===== config.mk =====
export PLATFORM = sky130hd
export DESIGN_NAME = md5_core_flat
export DESIGN_NICKNAME = d
export VERILOG_FILES = /design/src/rtl/md5_core_if.sv /design/src/rtl/md5_core.sv /design/src/flat_wrapper.sv
export SDC_FILE = /design/constraint.sdc
export NUM_CORES = 2
export LEC_CHECK = 0
export ABC_AREA = 1
export CORE_MARGIN = 4
export CORE_UTILIZATION = 47
export CTS_CLUSTER_DIAMETER = 200
export DETAILED_ROUTE_END_ITERATION = 12
export PLACE_DENSITY = 0.68
export SETUP_SLACK_MARGIN = 0.1
export SYNTH_ARGS = -nofsm -noshare
export SYNTH_HDL_FRONTEND = slang
export SYNTH_SLANG_ARGS = --single-unit

===== constraint.sdc =====
create_clock -name clk -period 23.2 [get_ports clk]
set_clock_uncertainty 0.05 [all_clocks]
set_input_delay 6.96 -clock clk [delete_from_list [all_inputs] [get_ports clk]]
set_output_delay 6.96 -clock clk [all_outputs]
set_load 0.05 [all_outputs]

===== src/rtl/md5_core_if.sv =====
// Request/response bundle for the single-block MD5 core.
interface md5_core_if;
   logic [511:0] msg_padded;
   logic         msg_in_valid;
   logic [127:0] msg_output;
   logic         msg_out_valid;
   logic         ready;

   // Requester side: presents blocks, observes digest and status.
   modport master (
      output msg_padded,
      output msg_in_valid,
      input  msg_output,
      input  msg_out_valid,
      input  ready
   );

   // Core side.
   modport slave (
      input  msg_padded,
      input  msg_in_valid,
      output msg_output,
      output msg_out_valid,
      output ready
   );
endinterface


===== src/rtl/md5_core.sv =====
// Single-block MD5 compression: two steps per cycle, digest 32 cycles after accept.
module md5_core (
   input logic       clk,
   input logic       rst,
   md5_core_if.slave md5_bus
);

   typedef enum logic [0:0] {StIdle, StRun} state_e;

   localparam logic [31:0] IvA = 32'h67452301;
   localparam logic [31:0] IvB = 32'hefcdab89;
   localparam logic [31:0] IvC = 32'h98badcfe;
   localparam logic [31:0] IvD = 32'h10325476;

   // Per-step additive constants.
   function automatic logic [31:0] k_const(input logic [5:0] i);
      logic [31:0] k;
      k = '0;
      case (i)
         6'd0:  k = 32'hd76aa478;  6'd1:  k = 32'he8c7b756;  6'd2:  k = 32'h242070db;
         6'd3:  k = 32'hc1bdceee;  6'd4:  k = 32'hf57c0faf;  6'd5:  k = 32'h4787c62a;
         6'd6:  k = 32'ha8304613;  6'd7:  k = 32'hfd469501;  6'd8:  k = 32'h698098d8;
         6'd9:  k = 32'h8b44f7af;  6'd10: k = 32'hffff5bb1;  6'd11: k = 32'h895cd7be;
         6'd12: k = 32'h6b901122;  6'd13: k = 32'hfd987193;  6'd14: k = 32'ha679438e;
         6'd15: k = 32'h49b40821;  6'd16: k = 32'hf61e2562;  6'd17: k = 32'hc040b340;
         6'd18: k = 32'h265e5a51;  6'd19: k = 32'he9b6c7aa;  6'd20: k = 32'hd62f105d;
         6'd21: k = 32'h02441453;  6'd22: k = 32'hd8a1e681;  6'd23: k = 32'he7d3fbc8;
         6'd24: k = 32'h21e1cde6;  6'd25: k = 32'hc33707d6;  6'd26: k = 32'hf4d50d87;
         6'd27: k = 32'h455a14ed;  6'd28: k = 32'ha9e3e905;  6'd29: k = 32'hfcefa3f8;
         6'd30: k = 32'h676f02d9;  6'd31: k = 32'h8d2a4c8a;  6'd32: k = 32'hfffa3942;
         6'd33: k = 32'h8771f681;  6'd34: k = 32'h6d9d6122;  6'd35: k = 32'hfde5380c;
         6'd36: k = 32'ha4beea44;  6'd37: k = 32'h4bdecfa9;  6'd38: k = 32'hf6bb4b60;
         6'd39: k = 32'hbebfbc70;  6'd40: k = 32'h289b7ec6;  6'd41: k = 32'heaa127fa;
         6'd42: k = 32'hd4ef3085;  6'd43: k = 32'h04881d05;  6'd44: k = 32'hd9d4d039;
         6'd45: k = 32'he6db99e5;  6'd46: k = 32'h1fa27cf8;  6'd47: k = 32'hc4ac5665;
         6'd48: k = 32'hf4292244;  6'd49: k = 32'h432aff97;  6'd50: k = 32'hab9423a7;
         6'd51: k = 32'hfc93a039;  6'd52: k = 32'h655b59c3;  6'd53: k = 32'h8f0ccc92;
         6'd54: k = 32'hffeff47d;  6'd55: k = 32'h85845dd1;  6'd56: k = 32'h6fa87e4f;
         6'd57: k = 32'hfe2ce6e0;  6'd58: k = 32'ha3014314;  6'd59: k = 32'h4e0811a1;
         6'd60: k = 32'hf7537e82;  6'd61: k = 32'hbd3af235;  6'd62: k = 32'h2ad7d2bb;
         6'd63: k = 32'heb86d391;
      endcase
      return k;
   endfunction

   // Rotate amounts: one row of four per round, selected by step index mod 4.
   function automatic logic [4:0] shift_amt(input logic [5:0] i);
      logic [4:0] s;
      s = '0;
      case ({i[5:4], i[1:0]})
         4'h0: s = 5'd7;  4'h1: s = 5'd12; 4'h2: s = 5'd17; 4'h3: s = 5'd22;
         4'h4: s = 5'd5;  4'h5: s = 5'd9;  4'h6: s = 5'd14; 4'h7: s = 5'd20;
         4'h8: s = 5'd4;  4'h9: s = 5'd11; 4'ha: s = 5'd16; 4'hb: s = 5'd23;
         4'hc: s = 5'd6;  4'hd: s = 5'd10; 4'he: s = 5'd15; 4'hf: s = 5'd21;
      endcase
      return s;
   endfunction

   function automatic logic [31:0] bswap(input logic [31:0] w);
      return {w[7:0], w[15:8], w[23:16], w[31:24]};
   endfunction

   // One MD5 step; returns the rotated working set {a', b', c', d'}.
   function automatic logic [127:0] md5_step(input logic [5:0] i, input logic [31:0] a,
                                             input logic [31:0] b, input logic [31:0] c,
                                             input logic [31:0] d, input logic [511:0] blk);
      logic [31:0]  f;
      logic [31:0]  m;
      logic [31:0]  sum;
      logic [5:0]   t;
      logic [3:0]   g;
      logic [511:0] sh;
      logic [63:0]  rot;
      f = '0;
      t = '0;
      case (i[5:4])
         2'd0: begin f = (b & c) | (~b & d);  t = i;                  end
         2'd1: begin f = (b & d) | (c & ~d);  t = i * 6'd5 + 6'd1;    end
         2'd2: begin f = b ^ c ^ d;           t = i * 6'd3 + 6'd5;    end
         2'd3: begin f = c ^ (b | ~d);        t = i * 6'd7;           end
      endcase
      g = t[3:0];
      // Word g sits at byte offset 4g from the MSB end, stored little-endian.
      sh = blk << {g, 5'b0};
      m = bswap(sh[511:480]);
      sum = a + f + k_const(i) + m;
      rot = {sum, sum} << shift_amt(i);
      return {d, b + rot[63:32], b, c};
   endfunction

   state_e       state_q;
   logic         ready_q;
   logic         valid_q;
   logic [4:0]   cnt_q;
   logic [511:0] blk_q;
   logic [31:0]  a_q, b_q, c_q, d_q;
   logic [127:0] digest_q;

   logic [127:0] step0, step1, digest_d;

   // Two chained steps per cycle and the digest that would result after the final pair.
   always_comb begin
      step0 = md5_step({cnt_q, 1'b0}, a_q, b_q, c_q, d_q, blk_q);
      step1 = md5_step({cnt_q, 1'b1}, step0[127:96], step0[95:64], step0[63:32],
                       step0[31:0], blk_q);
      digest_d = {bswap(IvA + step1[127:96]), bswap(IvB + step1[95:64]),
                  bswap(IvC + step1[63:32]), bswap(IvD + step1[31:0])};
   end

   // Control FSM with registered status/digest outputs and working registers.
   always_ff @(posedge clk or negedge rst) begin
      if (!rst) begin
         state_q  <= StIdle;
         ready_q  <= 1'b1;
         valid_q  <= 1'b0;
         cnt_q    <= '0;
         blk_q    <= '0;
         a_q      <= '0;
         b_q      <= '0;
         c_q      <= '0;
         d_q      <= '0;
         digest_q <= '0;
      end else begin
         case (state_q)
            StIdle: begin
               if (md5_bus.msg_in_valid) begin
                  blk_q   <= md5_bus.msg_padded;
                  a_q     <= IvA;
                  b_q     <= IvB;
                  c_q     <= IvC;
                  d_q     <= IvD;
                  valid_q <= 1'b0;
                  cnt_q   <= '0;
                  ready_q <= 1'b0;
                  state_q <= StRun;
               end
            end
            StRun: begin
               a_q   <= step1[127:96];
               b_q   <= step1[95:64];
               c_q   <= step1[63:32];
               d_q   <= step1[31:0];
               cnt_q <= cnt_q + 5'd1;
               if (cnt_q == 5'd31) begin
                  digest_q <= digest_d;
                  valid_q  <= 1'b1;
                  ready_q  <= 1'b1;
                  state_q  <= StIdle;
               end
            end
            default: begin
               state_q <= StIdle;
               ready_q <= 1'b1;
            end
         endcase
      end
   end

   assign md5_bus.msg_output    = digest_q;
   assign md5_bus.msg_out_valid = valid_q;
   assign md5_bus.ready         = ready_q;

endmodule


===== src/flat_wrapper.sv =====
// flat-port wrapper written by rule: the top's interface ports become plain ports
module md5_core_flat 
  (clk, rst, md5_bus_msg_padded, md5_bus_msg_in_valid, md5_bus_msg_output, md5_bus_msg_out_valid, md5_bus_ready);
  md5_core_if md5_bus_i ();
  input logic clk;
  input logic rst;
  input wire logic [$bits(md5_bus_i.msg_padded)-1:0] md5_bus_msg_padded;
  input wire logic [$bits(md5_bus_i.msg_in_valid)-1:0] md5_bus_msg_in_valid;
  output wire logic [$bits(md5_bus_i.msg_output)-1:0] md5_bus_msg_output;
  output wire logic [$bits(md5_bus_i.msg_out_valid)-1:0] md5_bus_msg_out_valid;
  output wire logic [$bits(md5_bus_i.ready)-1:0] md5_bus_ready;
  assign md5_bus_i.msg_padded = md5_bus_msg_padded;
  assign md5_bus_i.msg_in_valid = md5_bus_msg_in_valid;
  assign md5_bus_msg_output = md5_bus_i.msg_output;
  assign md5_bus_msg_out_valid = md5_bus_i.msg_out_valid;
  assign md5_bus_ready = md5_bus_i.ready;
  md5_core u_core (.clk(clk), .rst(rst), .md5_bus(md5_bus_i));
endmodule

==> flow_metrics.py <==
metrics = {
    "run_status": {
        "status": "finished, final reports clean",
    },
    "timing": {
        "max_slew_margin": 0.0382,
        "period_minus_slack_ns": 21.35,
        "slew_violations": 0,
        "hold_violations": 0,
        "fin_crit_sh": 0.920,
        "setup_viol": 0,
        "rsz0062_at_grt": "false",
        "fmax_ghz": 0.0468,
        "worst_slew_pin_slew_ns": 1.42,
        "tns_ns": 0,
    },
    "synth": {
        "synth_enable_flop_cells": 0,
        "yosys_warnings": 0,
        "yosysSeqAreaShare": 0.328,
        "synth_cell_types": 75,
        "synthCells": 8688,
        "syn_avg_cell_area_um2": 6.81,
        "synthArstFlopShare": 1.00,
        "syn_nets": 9476,
        "synth-main-ff-cell": "dfrtp_1",
        "ys_ff_latch": 776,
        "synthesis.area_um2": 59200,
    },
    "die": {
        "rows": 129,
        "initial_core_util": 0.476,
        "fp.dieH_um": 363,
        "ios": 645,
        "die_width_um": 363,
        "core-area_um2": 124000,
        "die_area_um2": 132000,
    },
    "cells_and_area": {
        "drive_gt1_frac": 0.0485,
        "fill_cells": 12000,
        "multi_input_area_um2": 33900,
        "final_cell_mix": "nand2_1, o21ai_0, inv_1, dfrtp_1, clkdlybuf4s50_1",
        "final_common_cell": "nand2_1",
        "nets": 9771,
        "area_growth_pct": 17.6,
        "regArea_um2": 19400,
    },
    "worst_hold_path": {
        "hold_start": "u_core.md5_bus.msg_output[74]",
        "min_path_cells": 2,
        "hold_path.class": "reg -> reg",
        "min_to": "u_core.md5_bus.msg_output[74]",
    },
    "setup_path": {
        "cp_max_fo": 53,
        "crit_path_end_kind": "flip-flop",
        "r2r_slack_ns": 1.85,
        "path_buf_inv": 15,
        "crit_type": "reg -> reg",
        "crit_required_ns": 23.72,
        "reg2reg_depth": 99,
        "timing.critical_path.depth": 99,
        "cpMostUsedCell": "nand2_1",
        "max_stage_delay_ns": 0.98,
        "arrival_ns": 21.86,
        "cpMaxStageDelayCell": "dfrtp_1",
        "cp-start-kind": "flip-flop",
        "cpLargestDelayFamily": "compound AO/OA/AOI/OAI gates",
        "reg2reg_from": "u_core.cnt_q[3]",
        "rr_endpoint": "u_core.md5_bus.msg_output[64]",
    },
    "clock_network": {
        "htree_num_levels": 3,
        "post-cts-setup-buffer-count": 0,
        "insertion_delay_ns": 0.72,
        "cts_tree": "built",
        "clk_pin_slew_worst_paths_ns": 0.06,
        "clk_path_buf_depth": 3,
        "cts_root_buf": "clkbuf_16",
        "hold_buffers": 0,
        "cts_inserted_buffers": 89,
        "post_cts_resized": 0,
        "clkSinkCount": 776,
    },
    "drt": {
        "drt_iter0_markers": 9528,
        "vias_per_cell": 6.05,
        "drcViolationCount": 0,
        "vias": 64700,
        "first_pass_iters": 9,
        "wl_mm": 286,
        "wl_per_cell_um": 26.7,
        "ant_nets": 0,
    },
    "grt": {
        "grt_pass1_wl_mm": 406,
        "first_global_vias": 59600,
        "antenna_found_initial": 10,
        "grt_max_degree": 233,
        "grt-ovfl-total": 0,
        "grtUsageTotal": 0.419,
    },
    "job": {
        "max_cap_violations": 0,
    },
    "placement": {
        "gp_congestion": 1.03,
        "io_buffers": 644,
        "dp.final_hpwl_mm": 222,
    },
}
[cell families (layout without fill, tap and decap cells)]
kind of cell | Yosys count | in the layout | share of synthesized area
fa+ha+maj | 273 | 273 | 0.0737
simple gates | 3638 | 3638 | 0.255
buf+inv | 1566 | 1933 | 0.101
other cells | 0 | 7 | 0
flops | 776 | 776 | 0.328
mux | 27 | 27 | 0.00457
xor+xnor | 147 | 147 | 0.0224
compound gates | 2261 | 2261 | 0.216
[synth_stat cells (7+ instances only)]
master | instances | area (um2)
nand2_1 | 2332 | 8750
o21ai_0 | 1135 | 5680
inv_1 | 1020 | 3830
dfrtp_1 | 775 | 19400
nor2_1 | 579 | 2170
a21oi_1 | 484 | 2420
clkbuf_1 | 443 | 1660
nand3_1 | 388 | 1940
o211ai_1 | 182 | 1370
ha_1 | 147 | 1840
fa_1 | 126 | 2520
o22ai_1 | 117 | 732
xor2_1 | 111 | 972
nor3_1 | 107 | 536
a31oi_1 | 87 | 544
nand4_1 | 56 | 350
buf_1 | 51 | 191
o31ai_1 | 41 | 308
or2_2 | 41 | 257
nor4_1 | 35 | 219
o221ai_1 | 34 | 298
xnor2_1 | 31 | 272
a41oi_1 | 29 | 254
nand2_2 | 29 | 181
o21ai_1 | 28 | 140
mux2i_1 | 27 | 270
a22oi_1 | 26 | 195
a211oi_1 | 24 | 180
inv_2 | 22 | 82.6
nand3_2 | 18 | 180
buf_2 | 15 | 75.1
nor2_2 | 14 | 87.6
o21ai_2 | 11 | 96.3
nand2_4 | 8 | 90.1
a21oi_2 | 7 | 61.3
a311oi_1 | 7 | 61.3
o21a_1 | 7 | 52.6
[flip-flops by register name, indices dropped and copies added (netlist names)]
name and count:
u_core.blk_q 512, u_core.md5_bus.msg_output 128, u_core.a_q 32, u_core.b_q 32
u_core.c_q 32, u_core.d_q 32, u_core.cnt_q 5, u_core.md5_bus.msg_out_valid 1
u_core.md5_bus.ready 1, u_core.state_q 1
[cell type report]
| type | count | share of cell area |
|---|---|---|
| clock inverter | 38 | 0.00617 |
| timing repair buffer | 720 | 0.102 |
| antenna | 7 | 0.000252 |
| tap | 1637 | 0.0294 |
| multi-input combinational | 6346 | 0.488 |
| inverter | 1050 | 0.0571 |
| sequential | 776 | 0.279 |
| clock buffer | 125 | 0.0380 |
[worst register-to-register path, delay by kind of cell, from the launching register on]
kind | cells | cell delay (ns)
XOR/XNOR | 4 | 1.03
AND/OR/NAND/NOR | 38 | 5.66
buffers and inverters | 15 | 2.66
AO/OA/AOI/OAI | 29 | 5.83
adder cells (fa/ha/maj) | 13 | 5.07
flip-flops | 1 | 0.98
[per-stage QoR]
stage | hold slack, ns | area [um2] | utilization | instances | setup WS [ns]
2_1_floorplan | 0.410 | 59200 | - | 8688 | 7.39
3_3_place_gp | 0.414 | 66500 | 0.534 | 10500 | 2.81
3_5_place_dp | 0.416 | 66500 | 0.534 | 10500 | 2.39
4_1_cts | 0.432 | 69600 | 0.559 | 10700 | 2.33
5_1_grt | 0.448 | 69600 | 0.559 | 10700 | 0.476
6_report | 0.429 | 69600 | 0.559 | 10700 | 1.85
[worst max-delay path by stage]
stage / to / startpoint
after global placement: u_core.md5_bus.msg_output[64] / u_core.cnt_q[3]
after floorplan: u_core.md5_bus.msg_output[71] / u_core.cnt_q[3]
after detailed placement: u_core.md5_bus.msg_output[64] / u_core.cnt_q[3]
after CTS: u_core.md5_bus.msg_output[64] / u_core.cnt_q[3]
final: u_core.md5_bus.msg_output[64] / u_core.cnt_q[3]
after global routing: u_core.md5_bus.msg_output[71] / u_core.cnt_q[3]
[metal layers]
| layer | track usage | share of wire |
|---|---|---|
| met3 | 0.0866 | 0.11 |
| met1 | 0.535 | 0.38 |
| met2 | 0.625 | 0.43 |
| met5 | 0 | 0.00020 |
| met4 | 0.318 | 0.091 |
Power is left out: the tool's default activity adds up to more than one toggle a clock period on the data nets, which glitch-free logic cannot reach.
